`config.mk`:
```
export PLATFORM = sky130hd
export DESIGN_NAME = i2s_tx
export DESIGN_NICKNAME = d
export VERILOG_FILES = /design/src/rtl/i2s_pkg.sv /design/src/rtl/i2s_fifo.sv /design/src/rtl/i2s_tx.sv
export SDC_FILE = /design/constraint.sdc
export NUM_CORES = 1
export LEC_CHECK = 0
export ABC_AREA = 0
export CORE_ASPECT_RATIO = 1.4
export CORE_MARGIN = 2
export CORE_UTILIZATION = 46
export CTS_BUF_LIST = sky130_fd_sc_hd__clkbuf_16
export CTS_CLUSTER_SIZE = 24
export DETAILED_ROUTE_END_ITERATION = 7
export PLACE_DENSITY = 0.63
export SLEW_MARGIN = 5
export SYNTH_ARGS = -nofsm -noshare
export SYNTH_HDL_FRONTEND = slang
export SYNTH_SLANG_ARGS = --single-unit
```
`constraint.sdc`:
```
create_clock -name CLK -period 3.3 [get_ports CLK]
set_input_delay 0.99 -clock CLK [delete_from_list [all_inputs] [get_ports CLK]]
set_output_delay 0.99 -clock CLK [all_outputs]
set_load 0.02 [all_outputs]
```
`src/rtl/i2s_pkg.sv`:
```
// Shared widths, framing constants and the FIFO-entry to frame packing for the I2S serializer.
package i2s_pkg;

   localparam int CNT_W    = 10;
   localparam int SLOT_W   = 6;
   localparam int SAMPLE_W = 16;
   localparam int FRAME_W  = 64;
   localparam int ENTRY_W  = 2 * SAMPLE_W;

   localparam logic [SLOT_W-1:0] LR_SPLIT = 6'd32;

   // Entry {L, R} becomes {L, pad, R, pad} so each channel sits MSB-aligned in a 32-bit half.
   function automatic logic [FRAME_W-1:0] pack_frame(input logic [ENTRY_W-1:0] entry);
      return {entry[ENTRY_W-1 -: SAMPLE_W], {SAMPLE_W{1'b0}},
              entry[SAMPLE_W-1:0], {SAMPLE_W{1'b0}}};
   endfunction

endpackage

```
`src/rtl/i2s_fifo.sv`:
```
// Synchronous FIFO of stereo {L, R} entries; wrap bit on each pointer separates full from empty.
module i2s_fifo
   import i2s_pkg::*;
#(
   parameter int FIFO_DEPTH = 4
) (
   input  logic               clk,
   input  logic               rst,
   input  logic               push,
   input  logic               pop,
   input  logic [ENTRY_W-1:0] wr_data,
   output logic [ENTRY_W-1:0] head,
   output logic               full,
   output logic               empty
);

   localparam int AW = $clog2(FIFO_DEPTH);

   logic [ENTRY_W-1:0] mem [FIFO_DEPTH];
   logic [AW:0]        wr_ptr;
   logic [AW:0]        rd_ptr;
   logic               do_push;
   logic               do_pop;

   assign empty   = (wr_ptr == rd_ptr);
   assign full    = (wr_ptr[AW] != rd_ptr[AW]) && (wr_ptr[AW-1:0] == rd_ptr[AW-1:0]);
   assign do_push = push && !full;
   assign do_pop  = pop && !empty;
   assign head    = mem[rd_ptr[AW-1:0]];

   always_ff @(posedge clk) begin
      if (rst) begin
         wr_ptr <= '0;
         rd_ptr <= '0;
      end else begin
         if (do_push) wr_ptr <= wr_ptr + 1'b1;
         if (do_pop)  rd_ptr <= rd_ptr + 1'b1;
      end
   end

   always_ff @(posedge clk) begin
      if (do_push) mem[wr_ptr[AW-1:0]] <= wr_data;
   end

endmodule

```
`src/rtl/i2s_tx.sv`:
```
// I2S transmitter: free-running divider drives all pins; frames load from the FIFO at cnt == 1023.
module i2s_tx
   import i2s_pkg::*;
#(
   parameter int FIFO_DEPTH = 4
) (
   input  logic                       CLK,
   input  logic                       RST,
   input  logic signed [SAMPLE_W-1:0] sample_l,
   input  logic signed [SAMPLE_W-1:0] sample_r,
   input  logic                       sample_valid,
   output logic                       sample_ready,
   output logic                       I2S_MCLK,
   output logic                       I2S_SCLK,
   output logic                       I2S_LRCLK,
   output logic                       I2S_SDIN,
   output logic                       underrun
);

   logic [CNT_W-1:0]   cnt;
   logic [FRAME_W-1:0] frame_p0;
   logic               lrclk_p1;
   logic               sdin_p1;
   logic [ENTRY_W-1:0] head;
   logic               full;
   logic               empty;
   logic               boundary;
   logic               sclk_fall;
   logic [SLOT_W-1:0]  slot_nxt;

   // Slot s carries frame bit (64 - s); slot 0 is the 1-SCLK I2S delay and is always 0.
   function automatic logic frame_bit(input logic [FRAME_W-1:0] f, input logic [SLOT_W-1:0] s);
      logic [SLOT_W-1:0] idx;
      idx = '0 - s;
      return (s == '0) ? 1'b0 : f[idx];
   endfunction

   assign boundary     = &cnt;
   assign sclk_fall    = &cnt[3:0];
   assign slot_nxt     = cnt[CNT_W-1 -: SLOT_W] + 1'b1;
   assign sample_ready = !full;
   assign underrun     = boundary && empty;
   assign I2S_MCLK     = cnt[1];
   assign I2S_SCLK     = cnt[3];
   assign I2S_LRCLK    = lrclk_p1;
   assign I2S_SDIN     = sdin_p1;

   i2s_fifo #(.FIFO_DEPTH(FIFO_DEPTH)) u_fifo (
      .clk     (CLK),
      .rst     (RST),
      .push    (sample_valid && sample_ready),
      .pop     (boundary),
      .wr_data ({sample_l, sample_r}),
      .head    (head),
      .full    (full),
      .empty   (empty)
   );

   // p0: frame register loads at the boundary; p1: pins update on the SCLK falling edge
   always_ff @(posedge CLK) begin
      if (RST) begin
         cnt      <= '0;
         frame_p0 <= '0;
         lrclk_p1 <= 1'b0;
         sdin_p1  <= 1'b0;
      end else begin
         cnt <= cnt + 1'b1;
         if (boundary) frame_p0 <= empty ? '0 : pack_frame(head);
         if (sclk_fall) begin
            lrclk_p1 <= (slot_nxt >= LR_SPLIT);
            sdin_p1  <= frame_bit(frame_p0, slot_nxt);
         end
      end
   end

endmodule

```
==> key figures <==
Worst setup path
  – WP data arrival: 2.01 ns
  – Worst-case reg-to-reg path depth: 7
  – CP Max Fanout: 8
  – Worst flop-to-flop path startpoint: cnt[5]
  – Setup crit end kind: output port
  – Register-to-register setup slack: 0.85 ns
  – WP data required: around 2.3 ns
  – RR Endpoint: I2S_SDIN
  – Setup Crit Path Kind: register to output port
  – Crit path launch type: register

Synthesis
  – Fraction of synthesized cell area in xor and xnor cells: approximately 2.3%
  – Number of flops mapped to enable cells by yosys: 128
  – Simple-gate share of the synthesized area: under 10%
  – Synth Warn #: 0
  – Seq cells post-synth: between 150 and 200
  – Synth top area share: between 50% and 60%
  – Post-synthesis mux area share: 14.1%
  – Adder-Cell Fraction of Synth Area: under 10%
  – Synthesized area: roughly 0.007 mm^2
  – Cells after Synth: just over 400
  – Mean Syn Cell Area: between 15 and 20 um^2
  – Area leader, netlist: edfxtp_1
  – Dominant cells by area after synthesis: edfxtp_1 (55%), dfxtp_1 (15%), mux4_2 (13%)
  – Register area share after synthesis: 70.1%
  – Count of cell types in the netlist: 36
  – Dominant synthesized flop cell: edfxtp_1
  – Net Count, Synth: 451
  – Synth Area in Compound Gates: 4.74%
  – Cell with the most instances after synthesis: edfxtp_1
  – Largest family of logic cells by synthesized area: multiplexers
  – Ys async rst share: 0%
  – Most frequent cells after synthesis: edfxtp_1 (128), nor2_1 (54), dfxtp_1 (52)

Pwr
  – P_leak: ~2.7 nW
  – Switching power: a little under 0.001 W
  – Sw frac: between 20% and 30%
  – Combinational power share: under 10%
  – Seq pwr share: a little over half
  – Pwr per Cell Area: ~570 mW/mm^2
  – Cell-internal power: about 0.0037 W
  – Worst vdd ir: approximately 0.34 mV
  – Clk pwr share: just over 40%

Cells and area
  – Synth-to-Final Area Change: 17.3%
  – # nets final: around 500
  – Antenna Diode Count: 0
  – Filler cells: roughly 1200
  – Final Instance Count excl. Fillers: about 660
  – Share of cells above drive strength 1: about a fifth

CTS
  – Setup bufs post-CTS: 0
  – Hold_buf cts: 0
  – H-tree depth: 4
  – Skew-Pair Late Insertion Delay: 0.42 ns
  – Root Driver: clkbuf_16
  – CTS sink cnt: 180
  – Deepest clock path buffer count: 2
  – CTS tree: built
  – TritonCTS buffer count: 17
  – Register clock-pin slew on the reported worst setup and hold paths: around 0.070 ns
  – CTS-repair resized insts: 2

Die
  – Core Region: approximately 0.015 mm^2
  – Die area: ~0.016 mm^2
  – Die W: between 100 and 150 um
  – Initial Utilization: 46.7%
  – DIE HEIGHT: ~150 um
  – Cell row count: between 50 and 60
  – IO Count: 41

Drt
  – DRT iter0 DRCs: between 200 and 250
  – First drt pass iteration count: 4
  – # DRC: 0
  – Vias per inst: roughly 5.5
  – DRT Wirelength: around 13 mm
  – Routed length per instance: between 15 and 20 um
  – Post-DRT Antenna Nets: 0
  – Vias: around 3600

STA
  – Final min period: between 2 and 3 ns
  – Slew @ Worst Pin: 0.784 ns
  – Worst-case clock skew: ~0.012 ns
  – Final setup fails: 0
  – Max Freq: about 0.33 GHz
  – Slew HR: between 40% and 50%
  – Max Slew Vio Count: 0
  – Final Cycle Share: around nine tenths
  – RSZ-0062 raised after global routing: false
  – Fin Setup TNS: 0 ns
  – Final hold slack: 0.456 ns
  – Hold Vio Cnt, Final: 0

Global routing
  – Largest net degree at the start of global routing: 36
  – First-pass GRT wire length: 20.0 mm
  – Vias in the first global route: approximately 3800
  – Overall Global Routing Usage: between 10% and 20%
  – Initial antenna violation count: 0
  – Grt ovf: 0

Min path
  – Hold Path End: cnt[0]
  – Min-Delay Startpoint: cnt[0]
  – Hold path depth: 1
  – Tightest Hold Check Type: register to register

Placement
  – DP Cell Count: around 630
  – Port Buffers: 40
  – Final GP Congestion: just under 0.8
  – Hpwl dp: around 7.7 mm

Status
  – Status: complete, no violations

Flow run
  – Max-cap violations: 0
[area by class of cell]
type	count	area (um^2)	area share (%)
Timing Repair Buffer	53	504	6.16
Inverter	5	18.8	0.229
Sequential cell	180	4890	59.7
Clock inverter	15	144	1.76
Clock buffer	17	425	5.20
Tap cell	192	240	2.94
Multi-Input combinational cell	199	1960	24.0
[worst max path at each step]
stage / startpoint / to / slack, ns / depth (start not counted)
after global placement: cnt[5] / underrun / 0.43 / 5
after CTS: cnt[5] / underrun / 0.26 / 5
after global routing: cnt[5] / underrun / 0.14 / 5
final: cnt[5] / underrun / 0.30 / 5
after detailed placement: cnt[5] / underrun / 0.39 / 5
after floorplan: cnt[1] / underrun / 0.57 / 6
[power by group through the flow]
stage / registers, W / clock network [W] / logic (W)
floorplan: 0.00257 / 0 / 0.0000926
global placement: 0.00257 / 0 / 0.000191
detailed placement: 0.00258 / 0 / 0.000196
CTS: 0.00253 / 0.00197 / 0.000196
global route: 0.00253 / 0.00206 / 0.000208
finish: 0.00253 / 0.00192 / 0.000192
[cells by family (layout without fill, tap and decap cells)]
logic type,after synthesis,after routing
adders and majority gates,7,7
DFF,180,180
muxes,46,46
buffers and inverters,30,90
and+or+nand+nor,87,87
AOI/OAI and AO/OA,41,41
xor gates and xnor gates,18,18
[worst max-delay path: stages (launching register included)]
cell           delay (ns)
dfxtp_1              0.45
ha_2                 0.30
and3_1               0.20
nand4_1              0.13
nor2_1               0.16
dlygate4sd2_1        0.35
[placed cells by master, fill, tap and decap left out, types with 5 or more instances in the layout]
| master | count |
|---|---|
| clkdlybuf4s50_1 | 38 |
| inv_1 | 6 |
| mux2i_1 | 5 |
| and3_1 | 6 |
| inv_6 | 5 |
| edfxtp_1 | 128 |
| a22oi_1 | 32 |
| xor2_1 | 8 |
| xnor2_1 | 10 |
| nand2_1 | 9 |
| mux4_2 | 39 |
| clkbuf_16 | 17 |
| nor2_1 | 54 |
| ha_1 | 6 |
| dfxtp_1 | 51 |
| buf_4 | 12 |
[per-layer routing]
layer  track usage (%)  part of all wire [%]  wire length (um)  up-vias
met4              5.58                   1.2               151        0
li1                  -                     -                 -     1688
met5                 0                     0                 0        -
met2              30.6                    56              7120       74
met1              19.2                    38              4830     1838
met3              4.01                   4.2               534        8
[per-stage QoR]
stage | total power, W | util [%] | setup WS [ns] | instance area, um^2
after CTS | 0.00470 | 54.8 | 0.259 | 8180
final | 0.00464 | 54.8 | 0.302 | 8180
after global routing | 0.00480 | 54.8 | 0.135 | 8180
after detailed placement | 0.00277 | 51.0 | 0.394 | 7610
after global placement | 0.00276 | 51.0 | 0.430 | 7610
after floorplan | 0.00267 | - | 0.570 | 6970
[registers in the layout, indices dropped and copies added (netlist names), named ones only]
signal         flops
cnt               10
I2S_SDIN           1
I2S_LRCLK          1
u_fifo.mem       128
u_fifo.wr_ptr      3
frame_p0          32
u_fifo.rd_ptr      3
Note: power is estimated with default switching activity, not from simulation.
